### src/rtl/prm_edge_chk_sched.sv
// rtl/prm_edge_chk_sched.sv - PRM edge checker bank query sequencer
//
// Buffers configuration-code queries in a small FIFO and presents them one at a
// time on the shared checker bus. After SETTLE cycles it captures the bank mask,
// then returns mask, code and blocked-edge count over a valid/ready port.
//
// Optional feature macro: PRM_CHK_STATS_EN (adds stat_queries / stat_blocked).
//
// Ports:
//   clk, rst             clock, asynchronous active-high reset
//   q_valid/q_ready      query handshake, q_code = 15-bit configuration code
//   chk_code             registered code driven to every checker
//   chk_mask             per-checker edge_mask outputs of the bank
//   r_valid/r_ready      result handshake
//   r_mask, r_code       captured mask and the code that produced it
//   r_block_cnt          popcount of r_mask
//   stat_queries         (PRM_CHK_STATS_EN) result handshakes
//   stat_blocked         (PRM_CHK_STATS_EN) handshakes with r_block_cnt != 0
//   busy                 FIFO non-empty or FSM not idle
module prm_edge_chk_sched #(
  parameter int NUM_EDGE   = 32,
  parameter int FIFO_DEPTH = 4,
  parameter int SETTLE     = 1,
  localparam int W         = $clog2(NUM_EDGE + 1)
) (
  input  logic                clk,
  input  logic                rst,
  input  logic                q_valid,
  output logic                q_ready,
  input  logic [14:0]         q_code,
  output logic [14:0]         chk_code,
  input  logic [NUM_EDGE-1:0] chk_mask,
  output logic                r_valid,
  input  logic                r_ready,
  output logic [NUM_EDGE-1:0] r_mask,
  output logic [14:0]         r_code,
  output logic [W-1:0]        r_block_cnt,
`ifdef PRM_CHK_STATS_EN
  output logic [31:0]         stat_queries,
  output logic [31:0]         stat_blocked,
`endif
  output logic                busy
);

  localparam int AW = $clog2(FIFO_DEPTH);
  localparam int CW = AW + 1;
  localparam int SW = (SETTLE > 1) ? $clog2(SETTLE + 1) : 1;

  typedef enum logic [1:0] {IDLE, SETTLING, RESULT} state_t;

  state_t          state, state_d;
  logic [14:0]     mem [FIFO_DEPTH];
  logic [AW-1:0]   wr_ptr, rd_ptr;
  logic [CW-1:0]   count;
  logic [SW-1:0]   cnt;
  logic            full, empty, push, pop, capture;
  logic [W-1:0]    pc;

  assign full    = (count == CW'(FIFO_DEPTH));
  assign empty   = (count == '0);
  // A same-cycle pop never makes room for a push: q_ready looks only at full.
  assign q_ready = !full;
  assign push    = q_valid && q_ready;
  assign r_valid = (state == RESULT);
  assign busy    = !empty || (state != IDLE);

  always_comb begin
    pc = '0;
    for (int i = 0; i < NUM_EDGE; i++) pc = pc + W'(chk_mask[i]);
  end

  always_comb begin
    state_d = state;
    pop     = 1'b0;
    capture = 1'b0;
    case (state)
      IDLE: begin
        if (!empty) begin
          pop     = 1'b1;
          state_d = SETTLING;
        end
      end
      SETTLING: begin
        if (cnt == SW'(1)) begin
          capture = 1'b1;
          state_d = RESULT;
        end
      end
      RESULT: begin
        if (r_ready) begin
          if (!empty) begin
            pop     = 1'b1;
            state_d = SETTLING;
          end else begin
            state_d = IDLE;
          end
        end
      end
      default: state_d = IDLE;
    endcase
  end

  always_ff @(posedge clk) begin
    if (push) mem[wr_ptr] <= q_code;
  end

  always_ff @(posedge clk or posedge rst) begin
    if (rst) begin
      state       <= IDLE;
      wr_ptr      <= '0;
      rd_ptr      <= '0;
      count       <= '0;
      cnt         <= '0;
      chk_code    <= '0;
      r_mask      <= '0;
      r_code      <= '0;
      r_block_cnt <= '0;
    end else begin
      state <= state_d;
      if (push) wr_ptr <= wr_ptr + AW'(1);
      if (pop)  rd_ptr <= rd_ptr + AW'(1);
      case ({push, pop})
        2'b10:   count <= count + CW'(1);
        2'b01:   count <= count - CW'(1);
        default: count <= count;
      endcase
      if (pop) begin
        chk_code <= mem[rd_ptr];
        cnt      <= SW'(SETTLE);
      end else if (state == SETTLING) begin
        cnt <= cnt - SW'(1);
      end
      if (capture) begin
        r_mask      <= chk_mask;
        r_code      <= chk_code;
        r_block_cnt <= pc;
      end
    end
  end

`ifdef PRM_CHK_STATS_EN
  always_ff @(posedge clk or posedge rst) begin
    if (rst) begin
      stat_queries <= '0;
      stat_blocked <= '0;
    end else if (r_valid && r_ready) begin
      stat_queries <= stat_queries + 32'd1;
      if (r_block_cnt != '0) stat_blocked <= stat_blocked + 32'd1;
    end
  end
`endif

endmodule

### config.mk
export PLATFORM = sky130hd
export DESIGN_NAME = prm_edge_chk_sched
export DESIGN_NICKNAME = d
export VERILOG_FILES = /design/src/rtl/prm_edge_chk_sched.sv
export SDC_FILE = /design/constraint.sdc
export NUM_CORES = 1
export LEC_CHECK = 0
export ABC_AREA = 1
export ABC_CLOCK_PERIOD_IN_PS = 2700
export CAP_MARGIN = 30
export CORE_ASPECT_RATIO = 1.4
export CORE_MARGIN = 5
export CORE_UTILIZATION = 40
export DETAILED_ROUTE_END_ITERATION = 12
export GPL_TIMING_DRIVEN = 0
export PLACE_DENSITY = 0.67
export SLEW_MARGIN = 30
export SYNTH_ARGS = -nofsm -noshare
export SYNTH_HDL_FRONTEND = slang
export SYNTH_SLANG_ARGS = --single-unit
export TNS_END_PERCENT = 50
### constraint.sdc
create_clock -name clk -period 2.7 [get_ports clk]
set_input_delay 0.54 -clock clk [delete_from_list [all_inputs] [get_ports clk]]
set_output_delay 0.54 -clock clk [all_outputs]
set_load 0.02 [all_outputs]
==> qor.csv <==
metric,value,unit
r2r-start,count[1],
slew_viol_final,0,
p_int,6.66,mW
min_period_over_period,160,%
cts.clk_slew.worst_paths,60,ps
rows,54,
finalNetCount,868,
powerDensity,1350,mW/mm2
die_x,116,um
setup.worst_path.class,input pin to register,
cts_buffer_depth,2,
fin_skew,10.2,ps
ys_ff_latch,138,
grt.total_usage,17.8,%
crit_required,3040,ps
worstPathArrival,4660,ps
p_leak,3.99,nW
antenna_found_initial,0,
grt_pass1_wl,25.2,mm
drive_above_1_share,14.4,%
area_growth,34.0,%
max_cap_violations,0,
start_util,40.5,%
p_sw,4.76,mW
slew_headroom,53.3,%
cts_buffers,17,
grt-ovfl-total,0,
place_ws,-2470,ps
ant_nets,0,
layout_setup_ws,-1630,ps
rsz0062_at_grt,true,
drt-wirelength-per-cell,15.8,um
finalHoldViolations,0,
period_minus_slack,4330,ps
hold_start,chk_mask[21],
synth_fp_nets,720,
wl,15.6,mm
cts.sinks,138,
fmax,231,MHz
worst_slew_pin_slew,700,ps
post-route-drc-count,0,
antenna_cells,0,
critPathLaunch,chk_mask[21],
cts_hold_buf,0,
grt_pass1_vias,5091,
synth_seq_area_share,59.7,%
synth_area_per_cell,9.95,um2
layoutNonFillerInstCount,989,
dp_hpwl,11.7,mm
dp.cells,954,
gp_congestion,0.826,
ir_worst_vdd,0.684,mV
io_pins,122,
holdWs,349,ps
clockPowerShare,20.3,%
start_kind,input pin,
cts_tree,done,
status,"finished, violations left",
fp.coreArea,0.0155,mm2
combPwrFrac,50.2,%
fin_setup_tns,-8650,ps
sw_frac_of_total,41.6,%
path_max_fanout,2,
netlist-cell-type-count,20,
fp.dieArea,0.0184,mm2
worstHoldPathType,input pin to register,
setup_violations,6,
netlist_area,0.00629,mm2
syn_inst,632,
ys_warn_count,0,
fin_area,0.00843,mm2
failed_checks,setup timing,
vias_per_cell,4.70,
via_count,4652,
first_pass_iters,4,
seqPwrFrac,29.5,%
endpoint_kind,register,
port_buffers,121,
ctsRootBufferMaster,clkbuf_16,
fp.dieH,158,um
drt_iter0_markers,313,
grt_max_degree,49,
place_area,0.00784,mm2
h-tree-depth,4,
clock_latency,410,ps
-- cells in the mapped netlist --
master / n / share of area [%]
edfxtp_1: 60 / 29
a21oi_1: 4 / 0.32
or2_2: 16 / 1.6
inv_1: 82 / 4.9
xor2_1: 3 / 0.42
ha_1: 12 / 2.4
nor2_1: 10 / 0.60
dfrtp_1: 78 / 31
nand2_1: 261 / 16
clkbuf_1: 6 / 0.36
o21ai_0: 28 / 2.2
nand3_1: 22 / 1.8
o31ai_1: 1 / 0.12
buf_4: 4 / 0.48
inv_2: 5 / 0.30
nand3_2: 1 / 0.16
xnor2_1: 2 / 0.28
fa_1: 25 / 8.0
buf_1: 1 / 0.060
buf_2: 11 / 0.88
-- path summary, 6_finish.rpt --
kind                             endpoint  cells past startpoint  slack [ps]
hold reg to reg                r_code[14]                      2         480
min in group asynchronous     chk_code[8]                      2         500
setup reg to reg                 count[2]                      9         400
setup / recovery           r_block_cnt[2]                     17       -1630
max in group asynchronous      r_mask[29]                      3        1600
hold / removal                 r_mask[21]                      3         350
-- state kept, by name, summed over array words and instances (netlist names) --
name	cells
chk_code	15
cnt	1
count	3
mem	60
r_block_cnt	6
r_code	15
r_mask	32
rd_ptr	2
state	2
wr_ptr	2
-- stage by stage --
stage	power (mW)	utilization, %
after floorplan	6.79	-
after global placement	8.76	49.9
after detailed placement	9.02	50.5
after CTS	11.4	54.1
after global routing	12.3	54.3
final	11.4	54.3
-- metal layers --
metal	vias to the layer above	GRT usage, %	routed length (um)
met1	2245	20.5	5920
met3	8	3.54	1190
met5	-	0	0
met2	153	32.6	8380
li1	2246	-	-
met4	0	6.36	143
-- layout by cell type, fill, tap and decap left out, drive strengths merged, types with 3 or more instances in the layout --
master / instances
edfxtp: 60
a21oi: 4
clkinv: 3
nand3: 23
buf: 37
or2: 16
nand2: 261
ha: 12
o21ai: 28
dfrtp: 78
clkbuf: 25
clkdlybuf4s50: 106
inv: 96
xor2: 3
nor2: 10
fa: 25
-- worst max-delay path, cell delays in order --
cell,delay (ps)
buf_6,100
fa_1,530
inv_1,50
fa_1,470
fa_1,550
fa_1,440
fa_1,520
fa_1,440
inv_2,80
ha_4,130
inv_2,30
fa_2,330
buf_4,140
buf_6,100
nand2_1,50
nand2_1,40
o21ai_1,110
-- power groups by stage --
stage	logic (mW)	registers (mW)	clock network (mW)
floorplan	2.86	3.93	0
global placement	5.38	3.38	0
detailed placement	5.61	3.40	0
CTS	5.71	3.37	2.37
global route	6.35	3.46	2.47
finish	5.73	3.37	2.32
-- final cells by class --
type / count / area [um2]
multi-input cells: 385 / 2130
plain buffers: 22 / 114
inverters: 87 / 329
clock inverters: 15 / 178
flip-flops and latches: 138 / 3750
clock buffers: 17 / 425
repair buffers: 129 / 1260
fillers: 1391 / 7110
well taps: 196 / 245
-- cell families after synthesis --
group	synth area share, %
AO/OA/AOI/OAI	2.67
flip-flops	59.7
buffers and inverters	6.96
adder cells (fa/ha/maj)	10.3
AND/OR/NAND/NOR	19.7
XOR/XNOR	0.696
-- timing repair --
item                                    in CTS  in global routing
resized for setup                           66                 13
setup buffers                                2                  1
endpoints found under the setup margin       6                  7
pin swaps                                   16                 13
Power figures use the tool's default switching activity.
